<file path="src/rtl/sincronizador_if.sv">
// Code-group stream into the 1000BASE-X receive sync stage, plus the
// registered code-group and status flags coming back out of it.
interface sincronizador_if;
  logic       signal_detect;
  logic [9:0] rx_code_group;
  logic [9:0] rx_code_group_out;
  logic       sync_status;
  logic       rx_even;
  logic       cg_invalid;

  modport master (
    output signal_detect, rx_code_group,
    input  rx_code_group_out, sync_status, rx_even, cg_invalid
  );

  modport slave (
    input  signal_detect, rx_code_group,
    output rx_code_group_out, sync_status, rx_even, cg_invalid
  );
endinterface

</file>
<file path="src/rtl/sincronizador.sv">
// 1000BASE-X PCS receive synchronization: code-group validity, running
// disparity, even/odd alignment and the loss/acquire/hold sync state machine.
module sincronizador #(
  parameter int GOOD_CGS_MAX = 3
) (
  input  logic         GTX_CLK,
  input  logic         RESET,
  sincronizador_if.slave bus
);
  localparam int CNT_W = $clog2(GOOD_CGS_MAX + 1);

  typedef enum logic [3:0] {
    LOSS_OF_SYNC, COMMA_DETECT_1, COMMA_DETECT_2, COMMA_DETECT_3,
    ACQUIRE_SYNC_1, ACQUIRE_SYNC_2, ACQUIRE_SYNC_3,
    SYNC_ACQUIRED_1, SYNC_ACQUIRED_2, SYNC_ACQUIRED_2A,
    SYNC_ACQUIRED_3, SYNC_ACQUIRED_3A, SYNC_ACQUIRED_4, SYNC_ACQUIRED_4A
  } state_t;

  state_t           state_q;
  logic [CNT_W-1:0] good_cnt_q;
  logic             rd_q;            // 1 = RD+, 0 = RD-
  logic             rx_even_q;
  logic             sync_status_q;
  logic             cg_invalid_q;
  logic [9:0]       cg_out_q;

  function automatic logic [3:0] ones_of(input logic [9:0] v);
    logic [3:0] n;
    n = '0;
    for (int i = 0; i < 10; i++) n = n + {3'b000, v[i]};
    return n;
  endfunction

  logic [5:0] cg6;
  logic [3:0] cg4;
  logic [3:0] ones6, ones4, ones_all;
  logic       struct_ok, pos6, neg6, pos4, neg4;
  logic       rd_mid, rd_err6, rd_err4, rd_d;
  logic       invalid, comma, is_k, is_data, cgbad;

  assign cg6      = bus.rx_code_group[9:4];
  assign cg4      = bus.rx_code_group[3:0];
  assign ones6    = ones_of({4'b0000, cg6});
  assign ones4    = ones_of({6'b000000, cg4});
  assign ones_all = ones6 + ones4;

  assign struct_ok = (ones_all >= 4'd4) && (ones_all <= 4'd6) &&
                     (ones6 >= 4'd2) && (ones6 <= 4'd4) &&
                     (ones4 >= 4'd1) && (ones4 <= 4'd3) &&
                     (cg6 != 6'b000000) && (cg6 != 6'b111111) &&
                     (cg4 != 4'b0000) && (cg4 != 4'b1111);

  // Balanced-count exceptions 000111/111000 and 0011/1100 carry disparity.
  assign pos6 = (ones6 > 4'd3) || (cg6 == 6'b000111);
  assign neg6 = (ones6 < 4'd3) || (cg6 == 6'b111000);
  assign pos4 = (ones4 > 4'd2) || (cg4 == 4'b0011);
  assign neg4 = (ones4 < 4'd2) || (cg4 == 4'b1100);

  assign rd_err6 = (pos6 && rd_q) || (neg6 && !rd_q);
  assign rd_mid  = rd_q ^ (pos6 | neg6);
  assign rd_err4 = (pos4 && rd_mid) || (neg4 && !rd_mid);
  assign rd_d    = rd_mid ^ (pos4 | neg4);

  assign invalid = !struct_ok || rd_err6 || rd_err4;
  assign comma   = (bus.rx_code_group[9:3] == 7'b0011111) ||
                   (bus.rx_code_group[9:3] == 7'b1100000);
  assign is_k    = (cg6 == 6'b001111) || (cg6 == 6'b110000) ||
                   (bus.rx_code_group == 10'b1110101000) || (bus.rx_code_group == 10'b0001010111) ||
                   (bus.rx_code_group == 10'b1101101000) || (bus.rx_code_group == 10'b0010010111) ||
                   (bus.rx_code_group == 10'b1011101000) || (bus.rx_code_group == 10'b0100010111) ||
                   (bus.rx_code_group == 10'b0111101000) || (bus.rx_code_group == 10'b1000010111);
  assign is_data = !invalid && !is_k;
  // A comma after an even code-group would itself sit on an odd position.
  assign cgbad   = invalid || (comma && rx_even_q);

  always_ff @(posedge GTX_CLK or negedge RESET) begin
    if (!RESET) begin
      state_q       <= LOSS_OF_SYNC;
      good_cnt_q    <= '0;
      rd_q          <= 1'b0;
      rx_even_q     <= 1'b0;
      sync_status_q <= 1'b0;
      cg_invalid_q  <= 1'b0;
      cg_out_q      <= '0;
    end else begin
      cg_out_q      <= bus.rx_code_group;
      cg_invalid_q  <= invalid;
      rd_q          <= rd_d;
      rx_even_q     <= !rx_even_q;
      sync_status_q <= 1'b0;
      if (!bus.signal_detect) begin
        state_q <= LOSS_OF_SYNC;
      end else begin
        case (state_q)
          LOSS_OF_SYNC:
            if (comma) begin state_q <= COMMA_DETECT_1; rx_even_q <= 1'b1; end
          COMMA_DETECT_1:
            state_q <= is_data ? ACQUIRE_SYNC_1 : LOSS_OF_SYNC;
          COMMA_DETECT_2:
            state_q <= is_data ? ACQUIRE_SYNC_2 : LOSS_OF_SYNC;
          COMMA_DETECT_3:
            if (is_data) begin state_q <= SYNC_ACQUIRED_1; sync_status_q <= 1'b1; end
            else state_q <= LOSS_OF_SYNC;
          ACQUIRE_SYNC_1, ACQUIRE_SYNC_2, ACQUIRE_SYNC_3:
            if (cgbad) state_q <= LOSS_OF_SYNC;
            else if (comma && !rx_even_q) begin
              rx_even_q <= 1'b1;
              state_q   <= (state_q == ACQUIRE_SYNC_1) ? COMMA_DETECT_2 : COMMA_DETECT_3;
            end
          SYNC_ACQUIRED_1: begin
            sync_status_q <= 1'b1;
            if (cgbad) begin state_q <= SYNC_ACQUIRED_2; good_cnt_q <= '0; end
          end
          SYNC_ACQUIRED_2: begin
            sync_status_q <= 1'b1;
            if (cgbad) begin state_q <= SYNC_ACQUIRED_3; good_cnt_q <= '0; end
            else begin state_q <= SYNC_ACQUIRED_2A; good_cnt_q <= good_cnt_q + 1'b1; end
          end
          SYNC_ACQUIRED_3: begin
            sync_status_q <= 1'b1;
            if (cgbad) begin state_q <= SYNC_ACQUIRED_4; good_cnt_q <= '0; end
            else begin state_q <= SYNC_ACQUIRED_3A; good_cnt_q <= good_cnt_q + 1'b1; end
          end
          SYNC_ACQUIRED_4:
            if (cgbad) state_q <= LOSS_OF_SYNC;
            else begin
              sync_status_q <= 1'b1;
              state_q       <= SYNC_ACQUIRED_4A;
              good_cnt_q    <= good_cnt_q + 1'b1;
            end
          SYNC_ACQUIRED_2A: begin
            sync_status_q <= 1'b1;
            if (cgbad) begin state_q <= SYNC_ACQUIRED_3; good_cnt_q <= '0; end
            else if (good_cnt_q == CNT_W'(GOOD_CGS_MAX)) state_q <= SYNC_ACQUIRED_1;
            else good_cnt_q <= good_cnt_q + 1'b1;
          end
          SYNC_ACQUIRED_3A: begin
            sync_status_q <= 1'b1;
            if (cgbad) begin state_q <= SYNC_ACQUIRED_4; good_cnt_q <= '0; end
            else if (good_cnt_q == CNT_W'(GOOD_CGS_MAX)) begin
              state_q <= SYNC_ACQUIRED_2; good_cnt_q <= '0;
            end else good_cnt_q <= good_cnt_q + 1'b1;
          end
          SYNC_ACQUIRED_4A:
            if (cgbad) state_q <= LOSS_OF_SYNC;
            else begin
              sync_status_q <= 1'b1;
              if (good_cnt_q == CNT_W'(GOOD_CGS_MAX)) begin
                state_q <= SYNC_ACQUIRED_3; good_cnt_q <= '0;
              end else good_cnt_q <= good_cnt_q + 1'b1;
            end
          default: state_q <= LOSS_OF_SYNC;
        endcase
      end
    end
  end

  assign bus.rx_code_group_out = cg_out_q;
  assign bus.sync_status       = sync_status_q;
  assign bus.rx_even           = rx_even_q;
  assign bus.cg_invalid        = cg_invalid_q;
endmodule

</file>
<file path="src/flat_wrapper.sv">
// flat-port wrapper written by rule: the top's interface ports become plain ports
module sincronizador_flat 
#(
  parameter int GOOD_CGS_MAX = 3
)
  (GTX_CLK, RESET, bus_signal_detect, bus_rx_code_group, bus_rx_code_group_out, bus_sync_status, bus_rx_even, bus_cg_invalid);
  sincronizador_if bus_i ();
  input  logic GTX_CLK;
  input  logic RESET;
  input wire logic [$bits(bus_i.signal_detect)-1:0] bus_signal_detect;
  input wire logic [$bits(bus_i.rx_code_group)-1:0] bus_rx_code_group;
  output wire logic [$bits(bus_i.rx_code_group_out)-1:0] bus_rx_code_group_out;
  output wire logic [$bits(bus_i.sync_status)-1:0] bus_sync_status;
  output wire logic [$bits(bus_i.rx_even)-1:0] bus_rx_even;
  output wire logic [$bits(bus_i.cg_invalid)-1:0] bus_cg_invalid;
  assign bus_i.signal_detect = bus_signal_detect;
  assign bus_i.rx_code_group = bus_rx_code_group;
  assign bus_rx_code_group_out = bus_i.rx_code_group_out;
  assign bus_sync_status = bus_i.sync_status;
  assign bus_rx_even = bus_i.rx_even;
  assign bus_cg_invalid = bus_i.cg_invalid;
  sincronizador #(.GOOD_CGS_MAX(GOOD_CGS_MAX)) u_core (.GTX_CLK(GTX_CLK), .RESET(RESET), .bus(bus_i));
endmodule
</file>
<file path="config.mk">
export PLATFORM = sky130hd
export DESIGN_NAME = sincronizador_flat
export DESIGN_NICKNAME = d
export VERILOG_FILES = /design/src/rtl/sincronizador_if.sv /design/src/rtl/sincronizador.sv /design/src/flat_wrapper.sv
export SDC_FILE = /design/constraint.sdc
export NUM_CORES = 1
export LEC_CHECK = 0
export BUFFER_PORTS_ARGS = -buffer_cell sky130_fd_sc_hd__buf_2
export CAP_MARGIN = 20
export CORE_MARGIN = 8
export CORE_UTILIZATION = 52
export CTS_CLUSTER_DIAMETER = 120
export CTS_CLUSTER_SIZE = 25
export DETAILED_ROUTE_END_ITERATION = 10
export GPL_TIMING_DRIVEN = 0
export PLACE_DENSITY = 0.81
export SLEW_MARGIN = 10
export SYNTH_ARGS = -nofsm -noshare
export SYNTH_HDL_FRONTEND = slang
export SYNTH_SLANG_ARGS = --single-unit
</file>
<file path="constraint.sdc">
create_clock -name GTX_CLK -period 4.15 [get_ports GTX_CLK]
set_clock_uncertainty 0.2 [all_clocks]
set_input_delay 0.415 -clock GTX_CLK [delete_from_list [all_inputs] [get_ports GTX_CLK]]
set_output_delay 0.415 -clock GTX_CLK [all_outputs]
set_load 0.01 [all_outputs]
</file>
======== Word-level counts from Yosys, hierarchy flattened ========
Cells that the tools add are included.
word-level totals
  input port bits ......................... 13
  logic and storage cells ................. 161
  register bits ........................... 20
cells by class
  order comparisons ....................... 10
  add/sub/neg operators ................... 10
  reductions and logical operators ........ 51
  bitwise operators ....................... 4
  muxes and demuxes ....................... 37
  eq/ne operators ......................... 42
operators with widths
  operator                                                        count
  two-way mux 4 bit                                               12
  case mux 4 bit (12 select lines)                                1
  equality test 10 bit (second input constant)                    4
  equality test 4 bit (second input constant)                     7
  adder 4 x 1 -> 4 bit                                            6
  equality test 10 x 9 -> 1 bit (second input constant)           2
  logical OR 1 bit                                                19
  two-way mux 2 bit                                               9
  equality test 4 x 3 -> 1 bit (second input constant)            4
  logical AND 1 bit                                               16
  != test 4 x 2 -> 1 bit (second input constant)                  4
  equality test 4 x 2 -> 1 bit (second input constant)            3
  equality test 6 bit (second input constant)                     2
  two-way mux 3 bit                                               4
  case mux 2 bit (6 select lines)                                 1
  AND reduction 6 bit                                             2
  nonzero test 6 bit                                              2
  equality test 10 x 7 -> 1 bit (second input constant)           1
  equality test 10 x 8 -> 1 bit (second input constant)           1
  != test 3 x 2 -> 1 bit (second input constant)                  3
  greater-than comparator 4 x 2 -> 1 bit (second input constant)  2
  <= comparator 4 x 3 -> 1 bit (second input constant)            2
  < comparator 4 x 2 -> 1 bit (second input constant)             2
  two-way mux 1 bit                                               8
  27 further kinds                                                37

======== Logic depth before layout (Yosys ltp) ========
Gate-level depths: netlist (run 1).
  word-level depth ........................ 24
  mapped depth ............................ 17
  gate-level depth less buffers ........... 16

======== Worst setup path before layout (run 1) ========
Ideal clock, no wire load.
  path kind ............................... input to register
  start point ............................. input bus_rx_code_group[4]
  end point ............................... register u_core.state_q[2]
  stages .................................. 17
  slack ................................... -345 ps
  data arrival time ....................... 4,212 ps
  buffers on the path ..................... 1
  path through ............................ inv_1 > ha_1 > inv_1 > fa_1 > fa_1 > fa_1 > inv_1 > ha_1 > nand2_1 > nand3b_1 > a221o_1 > nor3_1 > and3_1 > buf_6 > mux2i_1 > or4_1 > o21ai_0
between the ends
  word-level cells in the longest chain between the ends .. 24
  elaborated cells between the ends (all ways) .. 85
  those cells by class .................... 6 x add/sub; 6 x order compare; 21 x eq/ne; 11 x mux; 2 x bitwise; 39 x reduce/logical
RTL lines
  element                                                                                            line                                                             RTL
  from (decl)                                                                                        flat_wrapper.sv:11                                               input wire logic [$bits(bus_i.rx_code_group)-1:0] bus_rx_code_group;
  adder 1 x 1 -> 2 bit                                                                               sincronizador.sv:30                                              for (int i = 0; i < 10; i++) n = n + {3'b000, v[i]};
  adder 4 x 1 -> 4 bit (4 in a row)                                                                  sincronizador.sv:30
  adder 4 bit                                                                                        sincronizador.sv:45                                              assign ones_all = ones6 + ones4;
  greater-or-equal comparator 4 x 3 -> 1 bit / <= comparator 4 x 3 -> 1 bit (equally long branches)  sincronizador.sv:47                                              assign struct_ok = (ones_all >= 4'd4) && (ones_all <= 4'd6) &&
  logical AND 1 bit (2 in a row)                                                                     sincronizador.sv:47
  logical AND 1 bit (2 in a row)                                                                     sincronizador.sv:48                                              (ones6 >= 4'd2) && (ones6 <= 4'd4) &&
  logical AND 1 bit (2 in a row)                                                                     sincronizador.sv:49                                              (ones4 >= 4'd1) && (ones4 <= 4'd3) &&
  logical AND 1 bit (2 in a row)                                                                     sincronizador.sv:50                                              (cg6 != 6'b000000) && (cg6 != 6'b111111) &&
  logical AND 1 bit                                                                                  sincronizador.sv:51                                              (cg4 != 4'b0000) && (cg4 != 4'b1111);
  logical NOT 1 bit                                                                                  sincronizador.sv:64                                              assign invalid = !struct_ok || rd_err6 || rd_err4;
  logical OR 1 bit (2 in a row)                                                                      sincronizador.sv:64
  logical NOT 1 bit                                                                                  sincronizador.sv:72                                              assign is_data = !invalid && !is_k;
  logical AND 1 bit                                                                                  sincronizador.sv:72
  two-way mux 3 bit (on tied branches)                                                               sincronizador.sv:102, sincronizador.sv:98, sincronizador.sv:100
  case mux 4 bit (12 select lines)                                                                   sincronizador.sv:94                                              case (state_q)
  two-way mux 4 bit                                                                                  sincronizador.sv:91                                              if (!bus.signal_detect) begin
  to (signal assigned)                                                                               sincronizador.sv:98                                              state_q <= is_data ? ACQUIRE_SYNC_1 : LOSS_OF_SYNC;
  to (signal assigned)                                                                               sincronizador.sv:100                                             state_q <= is_data ? ACQUIRE_SYNC_2 : LOSS_OF_SYNC;
  to (signal assigned)                                                                               sincronizador.sv:108                                             state_q <= (state_q == ACQUIRE_SYNC_1) ? COMMA_DETECT_2 : COMMA_DETECT_3;
  to (decl)                                                                                          sincronizador.sv:19                                              state_t state_q;
Several ways; a longest one is shown, not always the timed one.
A chain may end at the register's enable or synchronous reset.

======== Worst setup path after layout (run 1) ========
  start point ............................. input bus_rx_code_group[5]
  end point ............................... register u_core.state_q[1]
between the ends
  word-level cells in the longest chain between the ends .. 24
  elaborated cells between the ends (all ways) .. 83
  those cells by class .................... 6 x add/sub; 6 x order compare; 21 x eq/ne; 9 x mux; 2 x bitwise; 39 x reduce/logical
RTL lines
  element                                                                                            line                  RTL
  adder 1 x 1 -> 2 bit                                                                               sincronizador.sv:30
  adder 4 x 1 -> 4 bit (4 in a row)                                                                  sincronizador.sv:30
  adder 4 bit                                                                                        sincronizador.sv:45
  greater-or-equal comparator 4 x 3 -> 1 bit / <= comparator 4 x 3 -> 1 bit (equally long branches)  sincronizador.sv:47
  logical AND 1 bit (2 in a row)                                                                     sincronizador.sv:47
  logical AND 1 bit (2 in a row)                                                                     sincronizador.sv:48
  logical AND 1 bit (2 in a row)                                                                     sincronizador.sv:49
  logical AND 1 bit (2 in a row)                                                                     sincronizador.sv:50
  logical AND 1 bit                                                                                  sincronizador.sv:51
  logical NOT 1 bit                                                                                  sincronizador.sv:64
  logical OR 1 bit (2 in a row)                                                                      sincronizador.sv:64
  logical NOT 1 bit                                                                                  sincronizador.sv:72
  logical AND 1 bit                                                                                  sincronizador.sv:72
  two-way mux 3 bit                                                                                  sincronizador.sv:102  if (is_data) begin state_q <= SYNC_ACQUIRED_1; sync_status_q <= 1'b1; end
  case mux 4 bit (12 select lines)                                                                   sincronizador.sv:94
  two-way mux 4 bit                                                                                  sincronizador.sv:91
Several ways; a longest one is shown, not always the timed one.

==> results of run 1 <==
==> kinds of logic after synthesis <==
| kind of cell | count (synthesis) | synth area share |
|---|---|---|
| mux | 4 | 0.0243 |
| simple gates | 70 | 0.236 |
| buf+inv | 34 | 0.0839 |
| flops | 20 | 0.295 |
| xor+xnor | 3 | 0.0155 |
| fa+ha+maj | 18 | 0.155 |
| compound gates | 44 | 0.191 |
==> flip-flops by register name, indices dropped and copies added, names as in the netlist <==
name                          cells
u_core.bus.rx_code_group_out     10
u_core.state_q                    4
u_core.good_cnt_q                 2
u_core.bus.cg_invalid             1
u_core.bus.rx_even                1
u_core.bus.sync_status            1
u_core.rd_q                       1
==> final cells by class <==
| cell class | instances | area [µm²] |
|---|---|---|
| multi-input cells | 139 | 1160 |
| fillers | 243 | 898 |
| flip-flops and latches | 20 | 500 |
| repair buffers | 39 | 264 |
| inverters | 26 | 103 |
| well taps | 44 | 55.1 |
| plain buffers | 7 | 40.0 |
| clock inverters | 1 | 30.0 |
| clock buffers | 3 | 22.5 |
==> where the power goes <==
| group | switching [mW] | internal, mW |
|---|---|---|
| Clock | 0.0679 | 0.0977 |
| Sequential | 0.0147 | 0.211 |
| Combinational | 0.204 | 0.173 |
==> worst paths after layout <==
path	depth (start not counted)	startpoint	slack, ns	end
setup / recovery	17	bus_rx_code_group[5]	0.04	u_core.state_q[1]
hold / removal	1	bus_rx_code_group[1]	0.03	u_core.bus.rx_code_group_out[1]
setup reg to reg	8	u_core.state_q[1]	1.91	u_core.state_q[2]
hold reg to reg	2	u_core.good_cnt_q[1]	0.30	u_core.good_cnt_q[1]
max in group asynchronous	2	RESET	3.06	u_core.bus.rx_code_group_out[8]
min in group asynchronous	2	RESET	0.38	u_core.bus.rx_code_group_out[3]
==> metrics by stage <==
step | instances | hold WS (ns) | setup WS (ns) | setup TNS, ns
final | 279 | 0.0265 | 0.0388 | 0
after global placement | 262 | 0.188 | -0.512 | -2.68
after floorplan | 193 | -0.0806 | -0.0746 | -0.0746
after global routing | 279 | 0.0267 | -0.0368 | -0.0567
after CTS | 277 | 0.0280 | -0.0595 | -0.0595
after detailed placement | 262 | 0.191 | -0.544 | -2.97
==> what timing repair did <==
item                       in CTS  in global routing
hold endpoints to repair       20                  0
setup endpoints to repair       7                  7
gates cloned                    0                  0
pin swaps                      12                 12
hold buffers                    1                  0
gates resized for setup        17                 13
buffers inserted               11                  2
==> metal layers <==
| layer | vias to the layer above | global-route usage |
|---|---|---|
| met2 | 82 | 0.266 |
| met1 | 785 | 0.231 |
| met3 | 7 | 0.0288 |
| met4 | 0 | 0.0422 |
| li1 | 779 | - |
| met5 | - | 0 |
==> worst register-to-register path: stages, from the launching register on <==
cell	delay, ns
dfrtp_1	0.34
clkbuf_1	0.27
nand2_1	0.16
a41o_1	0.30
and3_1	0.17
a41oi_1	0.29
a21oi_4	0.09
o21ai_0	0.23
o21ai_2	0.08
==> cells in the mapped netlist (2+ instances only) <==
| master | number |
|---|---|
| a21boi_0 | 2 |
| a21oi_1 | 3 |
| a31o_2 | 2 |
| a31oi_1 | 4 |
| and3_1 | 5 |
| and4bb_2 | 2 |
| clkbuf_1 | 5 |
| dfrtp_1 | 20 |
| fa_1 | 5 |
| ha_1 | 13 |
| inv_1 | 26 |
| mux2i_1 | 3 |
| nand2_1 | 12 |
| nand2b_1 | 7 |
| nand3_1 | 5 |
| nand3b_1 | 2 |
| nand4_1 | 2 |
| nand4b_1 | 3 |
| nor2_1 | 10 |
| nor2b_1 | 3 |
| nor3_1 | 10 |
| nor4_1 | 2 |
| o2111ai_1 | 2 |
| o211ai_1 | 3 |
| o21ai_0 | 11 |
| xor2_1 | 2 |
==> out/qor.txt, run 1 <==
Largest net degree at the start of global routing: 21
Yosys top cell by area: dfrtp_1
Hold Crit Class: input port to flop
CP Data Arrival Time: 4.13 ns
TritonRoute pass-1 iters: 5
Total wire length: 4.59 mm
Worst Path Buf+Inv: 6
CP top delay family: adder cells
Register area share after synthesis: 0.295
Avg Cell Area, Syn: 8.80 µm²
Fin area: 2180 µm²
Yosys reg bits: 20
Crit path cell chain: buf_8, inv_4, ha_4, inv_2, fa_1, fa_2, fa_2, buf_6, fa_2, o2111ai_4, nor3_4, and3_4, buf_6, buf_6, a211o_1, a31oi_1, mux2_4
# rows: 20
Die width: 73.2 µm
Placement Cell Area: 1910 µm²
Minimum clock period after layout: 4.11 ns
Core Area: 3080 µm²
IO Pins: 26
Worst-Margin Slew: 0.465 ns
Worst path max stage delay: 0.54 ns
TritonCTS clock tree: yes
Routed wl met2: 2.07 mm
Setup violators final: 0
RSZ-0062 raised after global routing: true
Yosys cell types: 55
First-pass GRT wire length: 7.15 mm
GRT Resource Usage Total: 0.169
Post-synth EDFFs: 0
Post-synth top area share: 0.295
Area of the die: 5350 µm²
Top sig layer: met4
Vias per std cell: 5.92
Commonest non-fill, non-tap cell in the layout: buf_2
CTS Buf Count: 3
CP Max Fanout: 7
Final Cycle Share: 0.991
Ys flop type: dfrtp_1
Max_cap viols: 0
Max clock buf depth: 2
Fmax: 243 MHz
CTS Sinks: 20
Slew Limit Fails: 0
Total chip power: 0.769 mW
Via count: 1653
Startpoint Class: input port
Die Ht: 73.2 µm
Most frequent cells in the layout: 23 x buf_2, 22 x inv_1, 20 x dfrtp_1
Post-synth net total: 224
Setup crit end kind: flop
Total Nets Final: 267
GPL Wtd Cong: 0.896
Number of I/O port buffers: 25
Area grow syn2layout: 28.3%
GR Overflow Total: 0
Lkg Pwr: 0.986 nW
Vias in the first global route: 1511
Initial antenna violation count: 0
# diodes: 0
Initial Util: 0.552
Ys async rst share: 1.00
WL met3: 345 µm
Cells after Synth: 193
Total number of yosys warnings: 0
Clock Tree Root: clkbuf_4
Final Util: 0.708
Detailed placement HPWL: 2.94 mm
Status: finished, final reports clean
Crit path kind: input port to flop
Ratio of cells with drive above 1 in the final layout: 0.302
Clock Pin Slew Worst Setup and Hold Paths: 0.13 ns
H-tree depth: 1
Critical Path RT: 4.17 ns
Clk Latency, worst-skew pair: 0.31 ns
Initial DRC Count: 143
Post-Syn Area: 1700 µm²
Met1 wire length: 2.12 mm
Worst IR Drop VDD: 0.199 mV
Wirelength per Cell: 16.5 µm
Final Hold Fails: 0
Max-slew headroom: 0.690
Most area-consuming cells after synthesis: dfrtp_1 29%, ha_1 9.6%, fa_1 5.9%, inv_1 5.7%, o21ai_0 3.2%
# DRC: 0
ANT nets after route: 0
Pwr/cell area: 353 nW/µm²
CP max-delay cell: fa_2
No activity file was read; power rests on OpenSTA's default activity.
==> run 2, diff against run 1 <==
Settings changed: CTS_CLUSTER_DIAMETER 120 to 200, SETUP_SLACK_MARGIN from default to 0.2, TNS_END_PERCENT from default to 5.
==> run 2 against run 1 <==
The flow now finishes with violations (negative setup slack). Critical path depth up 1. Utilization down 0.57 points. Fmax down 1.4%. Sequential cell count unchanged. Routed wire length down 1.5%. Final cell count up 0.72%. Cell area down 0.80%. Sequential share of layout area up 0.19 points. Die area unchanged. Setup slack worse by 0.059 ns. Critical endpoint unchanged. Largest cell class unchanged.
==> out/qor.txt, run 2 (synthesis results as in run 1) <==
Status: complete, but fails checks
Failing checks: negative setup slack
Largest net degree at the start of global routing: 21
Initial DRC Count: 187
GR Overflow Total: 0
Setup TNS: -0.0421 ns
Number of I/O port buffers: 25
Fin area: 2160 µm²
Startpoint Class: input port
Setup crit end kind: flop
Core Area: 3080 µm²
Total Nets Final: 269
Setup violators final: 3
Slew Limit Fails: 0
Max_cap viols: 0
Area grow syn2layout: 27.2%
Commonest non-fill, non-tap cell in the layout: buf_2
Initial antenna violation count: 0
Clock Pin Slew Worst Setup and Hold Paths: 0.13 ns
Die Ht: 73.2 µm
TritonRoute pass-1 iters: 4
CTS Buf Count: 3
Fmax: 240 MHz
Placement Cell Area: 1890 µm²
R2r setup slk: 1.83 ns
ANT nets after route: 0
Vias in the first global route: 1580
Post-route insts no fill: 281
Minimum clock period after layout: 4.17 ns
Vias per std cell: 5.92
Area of the die: 5350 µm²
Crit path kind: input port to flop
Clk Latency, worst-skew pair: 0.32 ns
Placed Instances: 262
Hold Crit Class: input port to flop
IO Pins: 26
TritonCTS clock tree: yes
DP Worst Slack: -0.633 ns
Worst path max stage delay: 0.50 ns
Via count: 1664
H-tree depth: 1
Max clock buf depth: 2
Most frequent cells in the layout: 23 x buf_2, 22 x inv_1, 20 x dfrtp_1
Max reg flops: 10
Total chip power: 0.744 mW
Worst Path Buf+Inv: 6
Total wire length: 4.52 mm
# rows: 20
Final WS setup: -0.0203 ns
Met3 GRT Util: 0.0234
Max-slew headroom: 0.707
Die width: 73.2 µm
First-pass GRT wire length: 7.47 mm
Most used routing layer: met2
Crit path cell chain: buf_8, inv_4, ha_4, inv_2, fa_1, fa_2, fa_2, buf_4, o21ai_2, o21ai_4, mux2i_1, a311o_2, and3_4, buf_6, buf_4, a211o_1, a31oi_1, mux2_2
CP max-delay cell: fa_1
# diodes: 0
Final Cycle Share: 1.00
Worst IR Drop VDD: 0.171 mV
CP Max Fanout: 6
CP Data Arrival Time: 4.24 ns
GRT Resource Usage Total: 0.174
GR Util met1: 0.224
Critical Path RT: 4.22 ns
# fillers: 244
Register area: 500 µm²
Lkg Pwr: 0.987 nW
Clock Tree Root: clkbuf_4
Final Hold Fails: 0
Ratio of cells with drive above 1 in the final layout: 0.312
CP top delay family: adder cells
Wirelength per Cell: 16.1 µm
Detailed placement HPWL: 3.04 mm
# DRC: 0
Area of the multi-input gates: 1140 µm²
Final Util: 0.702
RSZ-0062 raised after global routing: true
Initial Util: 0.552
CTS Sinks: 20
GPL Wtd Cong: 0.905
Pwr/cell area: 344 nW/µm²
Worst-Margin Slew: 0.439 ns
Worst Hold Margin: 0.0173 ns
GR Util met2: 0.286
-- run 2: area by class of cell --
type	instances	share of cell area
clock inverters	1	0.0139
inverters	26	0.0475
well taps	44	0.0255
multi-input cells	139	0.529
repair buffers	40	0.120
plain buffers	8	0.0220
clock buffers	3	0.0104
flip-flops and latches	20	0.231
-- run 2: path summary, 6_finish.rpt --
path	end	startpoint	depth (start not counted)
setup / recovery	u_core.state_q[1]	bus_rx_code_group[4]	18
hold / removal	u_core.bus.rx_code_group_out[6]	bus_rx_code_group[6]	1
setup reg to reg	u_core.state_q[1]	u_core.rd_q	8
hold reg to reg	u_core.good_cnt_q[1]	u_core.good_cnt_q[1]	2
max in group asynchronous	u_core.bus.rx_code_group_out[9]	RESET	2
min in group asynchronous	u_core.bus.rx_even	RESET	2
-- run 2: power breakdown --
group / switching [mW] / leakage, nW / internal [mW]
clock network: 0.0701 / 0.0279 / 0.0977
registers: 0.0156 / 0.248 / 0.211
logic: 0.188 / 0.711 / 0.161
total: 0.274 / 0.987 / 0.470
-- run 2: routing by layer --
layer | routed length [µm] | up-vias
met2 | 2210 | 77
met5 | 0 | -
met4 | 63 | 0
li1 | - | 776
met1 | 1950 | 804
met3 | 297 | 7
-- run 2: what timing repair did --
action	in CTS	in global routing
hold buffers	1	0
gates resized for setup	23	8
pin swaps	12	6
buffers inserted	13	1
endpoints found under the setup margin	7	7
hold endpoints to repair	20	0
==> run 3, diff against run 2 <==
Settings changed: CELL_PAD_IN_SITES_DETAIL_PLACEMENT from default to 0, CELL_PAD_IN_SITES_GLOBAL_PLACEMENT from default to 1, CORE_UTILIZATION 52 to 46, PLACE_DENSITY 0.81 to 0.92.
==> run 3 against run 2 <==
Worst hold slack improved by 0.069 ns. The flow still finishes with violations (negative setup slack). Sequential cell count unchanged. Sequential power about the same. Cell area decreased by 0.58%. Total power decreased by 0.44%. Utilization decreased by 11 points. Die area increased by 10%. Sequential share of layout area increased by 0.13 points. Global-route usage decreased by 2.2 points.
==> out/qor.txt, run 3 (synthesis results as in run 1) <==
Internal Pwr Total: 0.486 mW
GR Overflow Total: 0
Max_cap viols: 0
Area grow syn2layout: 26.5%
Clock Tree Root: clkbuf_8
Clock Pin Slew Worst Setup and Hold Paths: 0.08 ns
R2r setup slk: 1.80 ns
# DRC: 0
Via count: 1555
Max reg flops: 10
First-pass GRT wire length: 7.56 mm
Fmax: 234 MHz
CP endpoint: u_core.state_q[2]
CP Max Fanout: 5
Detailed placement HPWL: 3.07 mm
Most frequent cells in the layout: 23 x buf_2, 22 x inv_1, 20 x dfrtp_1
# diodes: 0
Die Ht: 76.8 µm
Max clock buf depth: 2
Final Hold Fails: 0
Clock Power Share: 0.263
Worst reg2reg endpoint: u_core.state_q[2]
DP Worst Slack: -0.607 ns
Vias in the first global route: 1569
Clk Latency, worst-skew pair: 0.26 ns
Ratio of cells with drive above 1 in the final layout: 0.283
Commonest non-fill, non-tap cell in the layout: buf_2
Total chip power: 0.741 mW
Core Area: 3610 µm²
CTS Buf Count: 3
Setup crit end kind: flop
IO Pins: 26
CP startpoint: bus_rx_code_group[4]
GPL Wtd Cong: 0.795
Failing checks: negative setup slack
Initial DRC Count: 105
Sw power: 0.255 mW
Final WS setup: -0.116 ns
CP Data Arrival Time: 4.26 ns
TritonCTS clock tree: yes
Crit path kind: input port to flop
Final Util: 0.596
TritonRoute pass-1 iters: 4
Slew Limit Fails: 0
Vias per std cell: 5.53
Pwr/cell area: 344 nW/µm²
Comb power frac: 0.432
RSZ-0062 raised after global routing: true
Register share of total power: 0.305
Initial Util: 0.471
R2r startpoint: u_core.rd_q
Worst-Margin Slew: 0.441 ns
Wirelength per Cell: 15.6 µm
Setup violators final: 3
Lkg Pwr: 0.973 nW
Number of I/O port buffers: 25
Area of the die: 5890 µm²
Initial antenna violation count: 0
Hold Crit Class: input port to flop
Minimum clock period after layout: 4.27 ns
Die width: 76.8 µm
GRT Resource Usage Total: 0.152
Total wire length: 4.37 mm
Status: complete, but fails checks
Worst IR Drop VDD: 0.158 mV
Max-slew headroom: 0.706
Startpoint Class: input port
Largest net degree at the start of global routing: 21
Final Cycle Share: 1.03
ANT nets after route: 0
Cells on worst reg2reg path: 7
# rows: 22
Critical Path RT: 4.14 ns
Total Nets Final: 265
CTS Sinks: 20
Switch share: 0.344
H-tree depth: 1
==> run 3: cell types whose count changed in the layout (fill, tap and decap cells not counted), sizes merged <==
cell,delta
buf,-4
==> run 3: metrics by stage <==
step	setup TNS, ns	instance area (µm²)	hold slack, ns	instances
finish	-0.226	2150	0.0866	281
floorplan	-0.130	1710	-0.0806	193
detailed placement	-3.53	1900	0.184	266
CTS	-0.380	2110	0.0817	279
global route	-0.942	2150	0.0793	281
global placement	-3.29	1900	0.174	266
==> run 3: how the worst min path moves through the flow <==
| stage | startpoint | to | cells past startpoint |
|---|---|---|---|
| after floorplan | RESET | u_core.bus.cg_invalid | 0 |
| after global placement | RESET | u_core.bus.rx_code_group_out[0] | 1 |
| after detailed placement | RESET | u_core.bus.rx_code_group_out[1] | 1 |
| after CTS | bus_rx_code_group[0] | u_core.bus.rx_code_group_out[0] | 1 |
| after global routing | bus_rx_code_group[1] | u_core.bus.rx_code_group_out[1] | 1 |
| final | bus_rx_code_group[1] | u_core.bus.rx_code_group_out[1] | 1 |
==> run 3: power groups by stage <==
stage	Sequential [mW]	Clock (mW)	Combinational, mW
2_1_floorplan	0.230	0	0.194
3_3_place_gp	0.229	0	0.260
3_5_place_dp	0.228	0	0.265
4_1_cts	0.225	0.199	0.293
5_1_grt	0.228	0.206	0.355
6_report	0.226	0.195	0.320
==> run 3: worst max-delay path: stages <==
cell      delay (ns)
buf_8           0.08
inv_4           0.03
ha_4            0.25
inv_2           0.04
fa_1            0.49
fa_2            0.36
fa_2            0.64
inv_2           0.06
ha_4            0.20
nand2_1         0.06
nand3b_1        0.08
a221o_1         0.35
nor3_4          0.19
and3_4          0.21
buf_6           0.10
mux2i_1         0.06
or4_1           0.51
o21ai_1         0.13
==> run 3: layer usage <==
layer | up-vias | global-route usage | part of all wire
met5 | - | 0 | 0
met4 | 0 | 0.0692 | 0.021
met3 | 7 | 0.0105 | 0.030
met2 | 37 | 0.265 | 0.51
met1 | 740 | 0.185 | 0.43
li1 | 771 | - | -
==> run 3: cell type report <==
| type | instances | area (µm²) |
|---|---|---|
| Buffer | 8 | 47.5 |
| Clock buffer | 3 | 41.3 |
| Clock inverter | 1 | 30.0 |
| Fill cell | 317 | 1460 |
| Inverter | 26 | 103 |
| Multi-Input combinational cell | 139 | 1130 |
| Sequential cell | 20 | 500 |
| Tap cell | 48 | 60.1 |
| Timing Repair Buffer | 36 | 234 |
==> run 3: what timing repair did <==
item	in CTS	in global routing
setup endpoints to repair	7	7
buffers inserted	8	2
hold buffers	1	0
resized for setup	21	7
endpoints found under the hold margin	20	0
pin swaps	12	12
